## config.mk

```make
export PLATFORM = sky130hd
export DESIGN_NAME = exe_stage
export DESIGN_NICKNAME = d
export VERILOG_FILES = /design/src/rtl/exe_stage.sv
export SDC_FILE = /design/constraint.sdc
export NUM_CORES = 1
export LEC_CHECK = 0
export ABC_CLOCK_PERIOD_IN_PS = 14600
export CORE_MARGIN = 1.5
export CORE_UTILIZATION = 30
export CTS_BUF_LIST = sky130_fd_sc_hd__clkbuf_4
export DETAILED_ROUTE_END_ITERATION = 8
export HOLD_SLACK_MARGIN = 0.12
export SYNTH_ARGS = -nofsm -noshare
export SYNTH_HDL_FRONTEND = slang
export SYNTH_SLANG_ARGS = --single-unit
```

## constraint.sdc

```tcl
create_clock -name clk -period 14.6 [get_ports clk]
set_input_delay 2.19 -clock clk [delete_from_list [all_inputs] [get_ports clk]]
set_output_delay 2.19 -clock clk [all_outputs]
set_load 0.1 [all_outputs]
```

## src/rtl/exe_stage.sv

```systemverilog
// rtl/exe_stage.sv - EXE stage: ALU, branch resolve, iterative shift-add multiplier.
// Define EXE_MULH_EN to add MULH (exe_cmd 10, high word of the 64-bit product).
module exe_stage #(
  parameter int MUL_BITS_PER_CYCLE = 1
) (
  input  logic        clk,
  input  logic        rst,
  input  logic [31:0] pc_in,
  input  logic        wb_en,
  input  logic        mem_read,
  input  logic        mem_write,
  input  logic [1:0]  br,
  input  logic [3:0]  exe_cmd,
  input  logic [31:0] data1,
  input  logic [31:0] data2,
  input  logic [31:0] reg2,
  input  logic [4:0]  dest,
  output logic [31:0] alu_result,
  output logic [31:0] reg2_out,
  output logic [4:0]  dest_out,
  output logic        wb_en_out,
  output logic        mem_read_out,
  output logic        mem_write_out,
  output logic        br_taken,
  output logic [31:0] br_addr,
  output logic        stall
);

  localparam int         STEPS     = 32 / MUL_BITS_PER_CYCLE;
  localparam logic [4:0] LAST_STEP = 5'(STEPS - 1);
`ifdef EXE_MULH_EN
  localparam int PW = 64;
`else
  localparam int PW = 32;
`endif

  localparam logic [3:0] CMD_ADD  = 4'd0;
  localparam logic [3:0] CMD_SUB  = 4'd1;
  localparam logic [3:0] CMD_AND  = 4'd2;
  localparam logic [3:0] CMD_OR   = 4'd3;
  localparam logic [3:0] CMD_NOR  = 4'd4;
  localparam logic [3:0] CMD_XOR  = 4'd5;
  localparam logic [3:0] CMD_SLL  = 4'd6;
  localparam logic [3:0] CMD_SRA  = 4'd7;
  localparam logic [3:0] CMD_SRL  = 4'd8;
  localparam logic [3:0] CMD_MUL  = 4'd9;
`ifdef EXE_MULH_EN
  localparam logic [3:0] CMD_MULH = 4'd10;
`endif

  typedef enum logic [1:0] {IDLE, BUSY, DONE} state_t;

  state_t        state_q, state_d;
  logic [4:0]    cnt_q, cnt_d;
  logic [PW-1:0] prod_q, prod_d;
  logic [PW-1:0] mcand_q, mcand_d;
  logic [31:0]   mplier_q, mplier_d;
`ifdef EXE_MULH_EN
  logic          hi_q, hi_d;
`endif

  logic          is_mul;
  logic [PW-1:0] partial;
  logic [31:0]   alu_comb;
  logic [31:0]   prod_word;

  always_comb begin
    is_mul = (exe_cmd == CMD_MUL);
`ifdef EXE_MULH_EN
    if (exe_cmd == CMD_MULH) is_mul = 1'b1;
`endif
  end

  always_comb begin
    state_d  = state_q;
    cnt_d    = cnt_q;
    prod_d   = prod_q;
    mcand_d  = mcand_q;
    mplier_d = mplier_q;
`ifdef EXE_MULH_EN
    hi_d     = hi_q;
`endif
    partial  = '0;
    for (int j = 0; j < MUL_BITS_PER_CYCLE; j++) begin
      if (mplier_q[j]) partial = partial + (mcand_q << j);
    end
    case (state_q)
      IDLE: begin
        if (is_mul) begin
          state_d  = BUSY;
          cnt_d    = '0;
          prod_d   = '0;
          mcand_d  = PW'(data1);
          mplier_d = data2;
`ifdef EXE_MULH_EN
          hi_d     = (exe_cmd == CMD_MULH);
`endif
        end
      end
      BUSY: begin
        // Multiplicand moves left and multiplier right so the low bits always select.
        prod_d   = prod_q + partial;
        mcand_d  = mcand_q << MUL_BITS_PER_CYCLE;
        mplier_d = mplier_q >> MUL_BITS_PER_CYCLE;
        cnt_d    = cnt_q + 5'd1;
        if (cnt_q == LAST_STEP) state_d = DONE;
      end
      DONE:    state_d = IDLE;
      default: state_d = IDLE;
    endcase
  end

  always_ff @(posedge clk or posedge rst) begin
    if (rst) begin
      state_q  <= IDLE;
      cnt_q    <= '0;
      prod_q   <= '0;
      mcand_q  <= '0;
      mplier_q <= '0;
`ifdef EXE_MULH_EN
      hi_q     <= 1'b0;
`endif
    end else begin
      state_q  <= state_d;
      cnt_q    <= cnt_d;
      prod_q   <= prod_d;
      mcand_q  <= mcand_d;
      mplier_q <= mplier_d;
`ifdef EXE_MULH_EN
      hi_q     <= hi_d;
`endif
    end
  end

  always_comb begin
`ifdef EXE_MULH_EN
    prod_word = hi_q ? prod_q[63:32] : prod_q[31:0];
`else
    prod_word = prod_q;
`endif
  end

  always_comb begin
    alu_comb = '0;
    case (exe_cmd)
      CMD_ADD: alu_comb = data1 + data2;
      CMD_SUB: alu_comb = data1 - data2;
      CMD_AND: alu_comb = data1 & data2;
      CMD_OR:  alu_comb = data1 | data2;
      CMD_NOR: alu_comb = ~(data1 | data2);
      CMD_XOR: alu_comb = data1 ^ data2;
      CMD_SLL: alu_comb = data1 << data2[4:0];
      CMD_SRA: alu_comb = $unsigned($signed(data1) >>> data2[4:0]);
      CMD_SRL: alu_comb = data1 >> data2[4:0];
      default: alu_comb = '0;
    endcase
  end

  always_comb begin
    // The IDLE-cycle stall must be combinational so ID/EXE holds the MUL it just presented.
    stall = ~rst & (((state_q == IDLE) & is_mul) | (state_q == BUSY));

    if (stall)                 alu_result = '0;
    else if (state_q == DONE)  alu_result = prod_word;
    else                       alu_result = alu_comb;

    wb_en_out     = wb_en & ~stall;
    mem_read_out  = mem_read & ~stall;
    mem_write_out = mem_write & ~stall;
    reg2_out      = reg2;
    dest_out      = dest;
    br_addr       = pc_in + (data2 << 2);

    case (br)
      2'b01:   br_taken = (data1 == 32'd0);
      2'b10:   br_taken = (data1 != reg2);
      2'b11:   br_taken = 1'b1;
      default: br_taken = 1'b0;
    endcase
    if (stall | rst) br_taken = 1'b0;
  end

endmodule

```

Yosys cells after proc, flatten, opt, wreduce, memory -nomap -nowiden

Index checks and enable logic that the tools add are counted.

Flip-flop bits (word level): 103
Output and inout bits: 106
Logic and storage cells: 67

$add $sub $neg: 5
Equal/unequal tests: 18
Shift operators: 3
Muxes and demuxes: 17
Bitwise logic cells: 13
Reduce and logical (&&, ||, !) cells: 6

Operators by type and width:

| operator                                             | number |
|---|---|
| one-hot mux 32 bit (9 select lines)                  | 1 |
| 2-to-1 mux 32 bit                                    | 6 |
| one-hot mux 32 bit (2 select lines)                  | 3 |
| adder 32 bit                                         | 3 |
| AND 32 bit                                           | 1 |
| zero test 32 bit                                     | 1 |
| != test 32 bit                                       | 1 |
| NOT 32 bit                                           | 1 |
| bitwise OR 32 bit                                    | 1 |
| << shifter 32 x 5 -> 32 bit                          | 1 |
| >> shifter 32 x 5 -> 32 bit                          | 1 |
| >>> shifter 32 x 5 -> 32 bit                         | 1 |
| subtractor 32 bit                                    | 1 |
| bitwise XOR 32 bit                                   | 1 |
| equality test 4 x 3 -> 1 bit (second input constant) | 4 |
| one-hot mux 5 bit (2 select lines)                   | 1 |
| equality test 4 x 2 -> 1 bit (second input constant) | 2 |
| equality test 4 bit (second input constant)          | 2 |
| equality test 2 bit (second input constant)          | 3 |
| adder 5 x 1 -> 5 bit (second input constant)         | 1 |
| AND 1 bit                                            | 5 |
| equality test 5 bit (second input constant)          | 1 |
| 2-to-1 mux 5 bit                                     | 1 |
| equality test 2 x 1 -> 1 bit (second input constant) | 2 |
| 12 further kinds                                     | 17 |

Logic depth before layout (Yosys ltp)

Gate-level depths: netlist of the first run.

Depth in word-level cells: 6
Mapped depth: 22

Least setup slack after synthesis of the first run

Ideal clock, no wire load.

Kind: input -> output
Start point: in data2[0]
End point: out alu_result[23]
Arrival: 7.660 ns
Path slack: 4.750 ns
Cell stages on the path: 20
Path buffers: 5
Cells stage by stage: buf_4 buf_4 buf_4 buf_2 inv_1 ha_1 nand4_1 nor2b_1 and3_1 nand3_1 o21ai_0 xnor2_1 ha_1 clkbuf_1 nand4_1 or3_1 o211ai_1 xor2_1 a211oi_1 o21ai_0

Word-level cells in the longest chain between the ends: 4
Elaborated cells on any way between the ends: 8
Those cells by class: add/sub: 2; shift: 3; mux: 3

Ends and longest elaborated chain:

| element                                         | line | source |
|---|---|---|
| from (decl)                                     | 15   | `input logic [31:0] data2,` |
| subtractor 32 bit, or another cell as far along | 147  | `CMD_SUB: alu_comb = data1 - data2;` |
| one-hot mux 32 bit (9 select lines) *           | 145  | `case (exe_cmd)` |
| 2-to-1 mux 32 bit *                             | 164  | `else if (state_q == DONE) alu_result = prod_word;` |
| 2-to-1 mux 32 bit *                             | 163  | `if (stall) alu_result = '0;` |
| to (decl)                                       | 18   | `output logic [31:0] alu_result,` |

Every way passes the cells marked *; elsewhere a longest branch is shown, timed or not.

Final worst setup path of the first run

Start point: in exe_cmd[1]
End point: out alu_result[21]

Word-level cells in the longest chain between the ends: 5
Elaborated cells on any way between the ends: 16
Those cells by class: eq/ne: 9; mux: 3; bitwise: 3; reduce/logical: 1

Ends and longest elaborated chain:

| element                                                                     | line | source |
|---|---|---|
| from (decl)                                                                 | 13   | `input logic [3:0] exe_cmd,` |
| branches (longest 4 deep; another with one-hot mux 32 bit (9 select lines)) | --   |  |
| 2-to-1 mux 32 bit *                                                         | 163  |  |

Mark *: on every way between the ends.

==> flow_summary.toml, run 1 <==
[logic_synthesis]
synth_warnings = 0
yosys-top-cells-count = "280 x nand2_1, 193 x nor2_1, 159 x ha_1"
ys_ff_latch = 103
yosysSeqAreaShare_pct = 15.8
synth_top_area_cell = "dfrtp_1"
synth_cell_types = 85
async_reset_ff_share_pct = 100
netlist_area_um2 = 16300
synth_top_area_share_pct = 15.8
ys_top_cells_by_area = "dfrtp_1 16%, ha_1 12%, mux4_2 7.4%"
synth-main-ff-cell = "dfrtp_1"
syn_inst = 2169
synth_edf_count = 0
yosysMostFrequentCell = "nand2_1"
avgSynthCellArea_um2 = 7.53
synth_nets = 2475

[worst_setup_path]
path_max_fanout = 29
cp_slowest_cell = "clkdlybuf4s50_1"
reg2reg_depth = 11
crit_top_cell = "a211oi_1"
crit_type = "in -> out"
path_cells = "clkdlybuf4s50_1 -> nor3_2 -> buf_4 -> nand2_1 -> o21ai_0 -> inv_1 -> ha_1 -> nor2b_1 -> o21a_1 -> o21ai_1 -> a211oi_1 -> o31ai_1 -> a211oi_1 -> xor2_1 -> a21oi_1 -> a211oi_1 -> clkdlybuf4s50_1"
required_ns = 12.41
critPathLaunchType = "input pin"
cp_slowest_stage_delay_ns = 1.27
crit_path_end_kind = "output pin"
arrival_ns = 8.57

[sta]
final.setup.tns_ns = 0
max-slew-margin-rel_pct = 11.8
layout_min_cycle_time_ns = 10.76
max_freq_ghz = 0.0930
worst_pin_slew_ns = 1.31
holdWs_ns = 0.497
rsz0062_at_grt = "false"
slew_violations = 0
finalCritPeriodShare_pct = 73.7
clock_skew_ns = 0.0409
hold_violations = 0
setup_viol = 0

[pwr]
leakagePower_nw = 8.12
vdd_ir_drop_max_mv = 0.0838
power_w = 0.00225
p_per_area_nw_per_um2 = 117

[worst_hold_path]
hold_depth = 1
hp-class = "reg -> reg"

[drt]
via_per_inst = 5.94
num_vias = 17700
drc = 0
drt_iter0_drc = 1645
antenna_left = 0
first_pass_iters = 6
finalWirelength_um = 78600
drt-wirelength-per-cell_um = 26.4

[finish]
nNetsFinal = 2583
syn_to_final_growth_pct = 17.9
fin_util_pct = 35.8
fill_cells = 5619
layout-drive-gt1-share_pct = 7.36

[die]
start_util_pct = 30.3
io_pins = 250
die_area_um2 = 55800
coreArea_um2 = 53800
chipWidth_um = 236
die_h_um = 236
std_cell_rows = 85

[clock_network]
cts.repair.resized = 0
clock-sinks = 103
cts_tree = "yes"
numCtsBuffers = 9
cts_hold_buffers = 0
cts_htree_levels = 3
clockBufferDepth = 2
post_cts_buffers = 0
clk_pin_slew_ns = 0.18
clockRootBuffer = "clkbuf_4"
insertion_delay_ns = 0.59

[run]
drv_cap = 0

[placed_design]
gp_congestion = 0.997
hpwl_um = 58500
io_buffers = 235

[global_route]
antenna_found_initial = 5
grt.total_usage_pct = 27.4
grt_pass1_wl_um = 114000
grt_max_degree = 91
grt_overflow = 0
grt_pass1_vias = 17000

[status]
status = "finished clean"
==> per-stage QoR <==
stage | cells | instance area [um^2] | setup slack, ns
floorplan | 2169 | 16300 | 4.75
global placement | 2962 | 19100 | 4.07
detailed placement | 2962 | 19100 | 4.01
CTS | 2978 | 19200 | 4.01
global route | 2979 | 19200 | 3.49
finish | 2979 | 19200 | 3.84
==> final timing paths <==
path / startpoint / endpoint / slack (ns)
max: exe_cmd[1] / alu_result[21] / 3.84
min: prod_q[31] / prod_q[31] / 0.50
max reg2reg: mplier_q[0] / prod_q[31] / 10.59
min reg2reg: prod_q[31] / prod_q[31] / 0.50
max in group asynchronous: rst / mplier_q[14] / 11.26
min in group asynchronous: rst / mcand_q[3] / 2.06
==> registers in the layout, summed over array words and instances, names as in the netlist <==
| name | count |
|---|---|
| cnt_q | 5 |
| prod_q | 32 |
| mcand_q | 32 |
| state_q | 2 |
| mplier_q | 32 |
==> logic make-up after synthesis <==
kind of cell / after synthesis / synth area share, %
buffers and inverters: 287 / 7.68
xor gates and xnor gates: 132 / 7.08
AOI/OAI and AO/OA: 666 / 26.7
adders and majority gates: 162 / 12.6
and+or+nand+nor: 720 / 19.9
muxes: 99 / 10.3
DFF: 103 / 15.8
==> layout by cell type (no fill, tap or decap), drive strengths merged, types with 8 or more instances in the layout <==
cell           instances
nand2                280
clkdlybuf4s50        230
nor2                 193
o21ai                180
ha                   159
a21oi                136
dfrtp                103
inv                   97
xnor2                 94
buf                   59
a22oi                 55
mux4                  54
a31oi                 46
a21o                  43
nor3                  43
and2                  41
xor2                  38
mux2i                 38
nand3                 37
a211oi                27
or3                   24
nand4                 23
a221oi                23
o211ai                20
nand2b                19
nor4                  17
o21bai                16
o21a                  15
and3                  15
o31ai                 14
nor2b                 14
o2111ai               13
clkbuf                 9
o22ai                  8
a2111oi                8
==> report_power, final <==
group          leakage (nW)  switching [W]  internal [W]
Sequential             1.25      0.0000988      0.000403
Clock                0.0785       0.000124     0.0000407
Combinational          6.79        0.00104      0.000538
Total                  8.12        0.00126      0.000982
==> cell type report <==
type,instances,area (um^2),area share [%]
clock buffer,9,67.6,0.351
timing repair buffer,289,2740,14.2
clock inverter,7,78.8,0.410
antenna,1,2.50,0.0130
inverter,95,359,1.87
multi-input combinational,1779,12600,65.2
tap,696,871,4.53
sequential,103,2580,13.4
==> metal layers <==
metal	track usage (%)	vias to the layer above	wire length, um
met5	0	-	13
met4	12.8	2	3850
met3	4.19	161	5810
met2	44.7	880	35800
met1	35.6	8581	33100
li1	-	8075	-
==> worst max-delay path, delay by kind of cell <==
kind            cells  cell delay (ns)
simple gates        3             0.79
xor+xnor            1             0.23
buf+inv             4             2.31
compound gates      8             2.75
fa+ha+maj           1             0.27
Note: power is estimated with default switching activity, not from simulation.
==> run 2, diff against run 1 <==
--- a/config.mk
+++ b/config.mk
@@ -5,7 +5,7 @@
 export SDC_FILE = /design/constraint.sdc
 export NUM_CORES = 1
 export LEC_CHECK = 0
-export ABC_CLOCK_PERIOD_IN_PS = 14600
+export ABC_CLOCK_PERIOD_IN_PS = 9300
 export CORE_MARGIN = 1.5
 export CORE_UTILIZATION = 30
 export CTS_BUF_LIST = sky130_fd_sc_hd__clkbuf_4
==> constraint.sdc (replaced) <==
create_clock -name clk -period 9.3 [get_ports clk]
set_input_delay 1.395 -clock clk [delete_from_list [all_inputs] [get_ports clk]]
set_output_delay 1.395 -clock clk [all_outputs]
set_load 0.1 [all_outputs]
==> flow_summary.toml, run 2 (synthesis results as in run 1) <==
[worst_setup_path]
path_cells = "clkdlybuf4s50_1 -> nor3_2 -> buf_4 -> and2_1 -> buf_4 -> nor2_1 -> xnor2_1 -> ha_1 -> and3_1 -> nand2_1 -> a211oi_1 -> o31ai_1 -> a211oi_1 -> xor2_1 -> a21oi_1 -> a211oi_1 -> buf_4 -> buf_4"
required_ns = 7.91
arrival_ns = 6.68
cp_slowest_cell = "a211oi_1"
crit_type = "in -> out"
cp_slowest_stage_delay_ns = 0.56
crit_path_end_kind = "output pin"
critPathLaunchType = "input pin"
crit_top_cell = "buf_4"
path_max_fanout = 29
timing.reg2reg.setup_slack_ns = 5.32

[clock_network]
numCtsBuffers = 9
insertion_delay_ns = 0.58
clock-sinks = 103
clockRootBuffer = "clkbuf_4"
cts_htree_levels = 3
cts_tree = "yes"
cts.repair.resized = 0
clk_pin_slew_ns = 0.16
post_cts_buffers = 0
clockBufferDepth = 2
cts_hold_buffers = 0

[sta]
worst_pin_slew_ns = 1.06
max-slew-margin-rel_pct = 29.2
hold_violations = 0
clock_skew_ns = 0.0406
finalCritPeriodShare_pct = 86.9
rsz0062_at_grt = "false"
max_freq_ghz = 0.124
slew_violations = 0
final.setup.tns_ns = 0
setup_viol = 0
layout_min_cycle_time_ns = 8.08

[global_route]
grt_pass1_vias = 16900
grt_pass1_wl_um = 108000
grt.total_usage_pct = 25.5
antenna_found_initial = 3
grt_overflow = 0
grt_max_degree = 102

[die]
die_area_um2 = 55800
chipWidth_um = 236
coreArea_um2 = 53800
start_util_pct = 30.3
std_cell_rows = 85
io_pins = 250
die_h_um = 236

[drt]
num_vias = 17500
drt_iter0_drc = 1656
drc = 0
first_pass_iters = 5
via_per_inst = 5.87
finalWirelength_um = 72800
drt-wirelength-per-cell_um = 24.4
antenna_left = 0

[finish]
mostFrequentLayoutCell = "nand2_1"
stdcell_area_um2 = 19200
fin_util_pct = 35.7
most-common-layout-cells = "280 x nand2_1, 204 x clkdlybuf4s50_1, 191 x nor2_1, 159 x ha_1, 157 x o21ai_0"
reg_top3 = "mcand_q: 32 flops, mplier_q: 32 flops, prod_q: 32 flops"
nNetsFinal = 2585
layout-drive-gt1-share_pct = 8.58
syn_to_final_growth_pct = 17.7
fill_cells = 5715

[placed_design]
gp_congestion = 1.00
io_buffers = 235
placed_cell_area_um2 = 19000
hpwl_um = 56100

[worst_hold_path]
hp-class = "reg -> reg"

[pwr]
p_per_area_nw_per_um2 = 184
leakagePower_nw = 8.19
power_w = 0.00353
vdd_ir_drop_max_mv = 0.138

[run]
drv_cap = 0

[status]
status = "finished clean"
run 2: cell count changes in the layout (fill, tap and decap cells not counted), sizes merged:
cell,change
buf,+28
clkdlybuf4s50,-26
clkinv,-3
bufinv,+2
diode,+1
inv,+1
run 2: through the flow:
stage | hold slack (ns) | std cells | worst slack (ns)
after floorplan | 0.445 | 2169 | 1.04
after global placement | 0.459 | 2964 | 1.48
after detailed placement | 0.468 | 2964 | 1.42
after CTS | 0.505 | 2980 | 1.38
after global routing | 0.538 | 2982 | 1.10
final | 0.509 | 2982 | 1.22
run 2: layout make-up:
cell class	instances	area [um^2]	share of cell area (%)
multi-input combinational	1779	12500	65.3
inverter	95	359	1.87
clock buffer	9	67.6	0.352
clock inverter	7	109	0.566
timing repair buffer	291	2690	14.0
tap	696	871	4.53
antenna	2	5.00	0.0260
sequential	103	2580	13.4
run 2: path summary, 6_finish.rpt:
path / start / cells after the start / end
max: exe_cmd[1] / 18 / alu_result[21]
min: mplier_q[29] / 2 / mplier_q[29]
max reg2reg: mplier_q[0] / 11 / prod_q[31]
min reg2reg: mplier_q[29] / 2 / mplier_q[29]
max in group asynchronous: rst / 3 / mplier_q[15]
min in group asynchronous: rst / 2 / prod_q[6]
run 2: critical path: cells and delay by family:
| kind | cells | cell delay [ns] |
|---|---|---|
| AND/OR/NAND/NOR | 5 | 1.03 |
| AO/OA/AOI/OAI | 5 | 1.71 |
| XOR/XNOR | 2 | 0.44 |
| adder cells (fa/ha/maj) | 1 | 0.37 |
| buffers and inverters | 5 | 1.70 |
run 2: per-layer routing:
metal,global-route usage (%),routed length (um),vias up
li1,-,-,8090
met1,33.9,31100,8410
met3,4.55,5870,128
met4,13.1,3790,2
met2,39.4,32000,865
met5,0,11,-
run 2: power by group:
part	total, W	internal [W]	switching (W)
registers	0.000791	0.000633	0.000158
logic	0.00244	0.000836	0.00161
clock network	0.000297	0.000115	0.000182
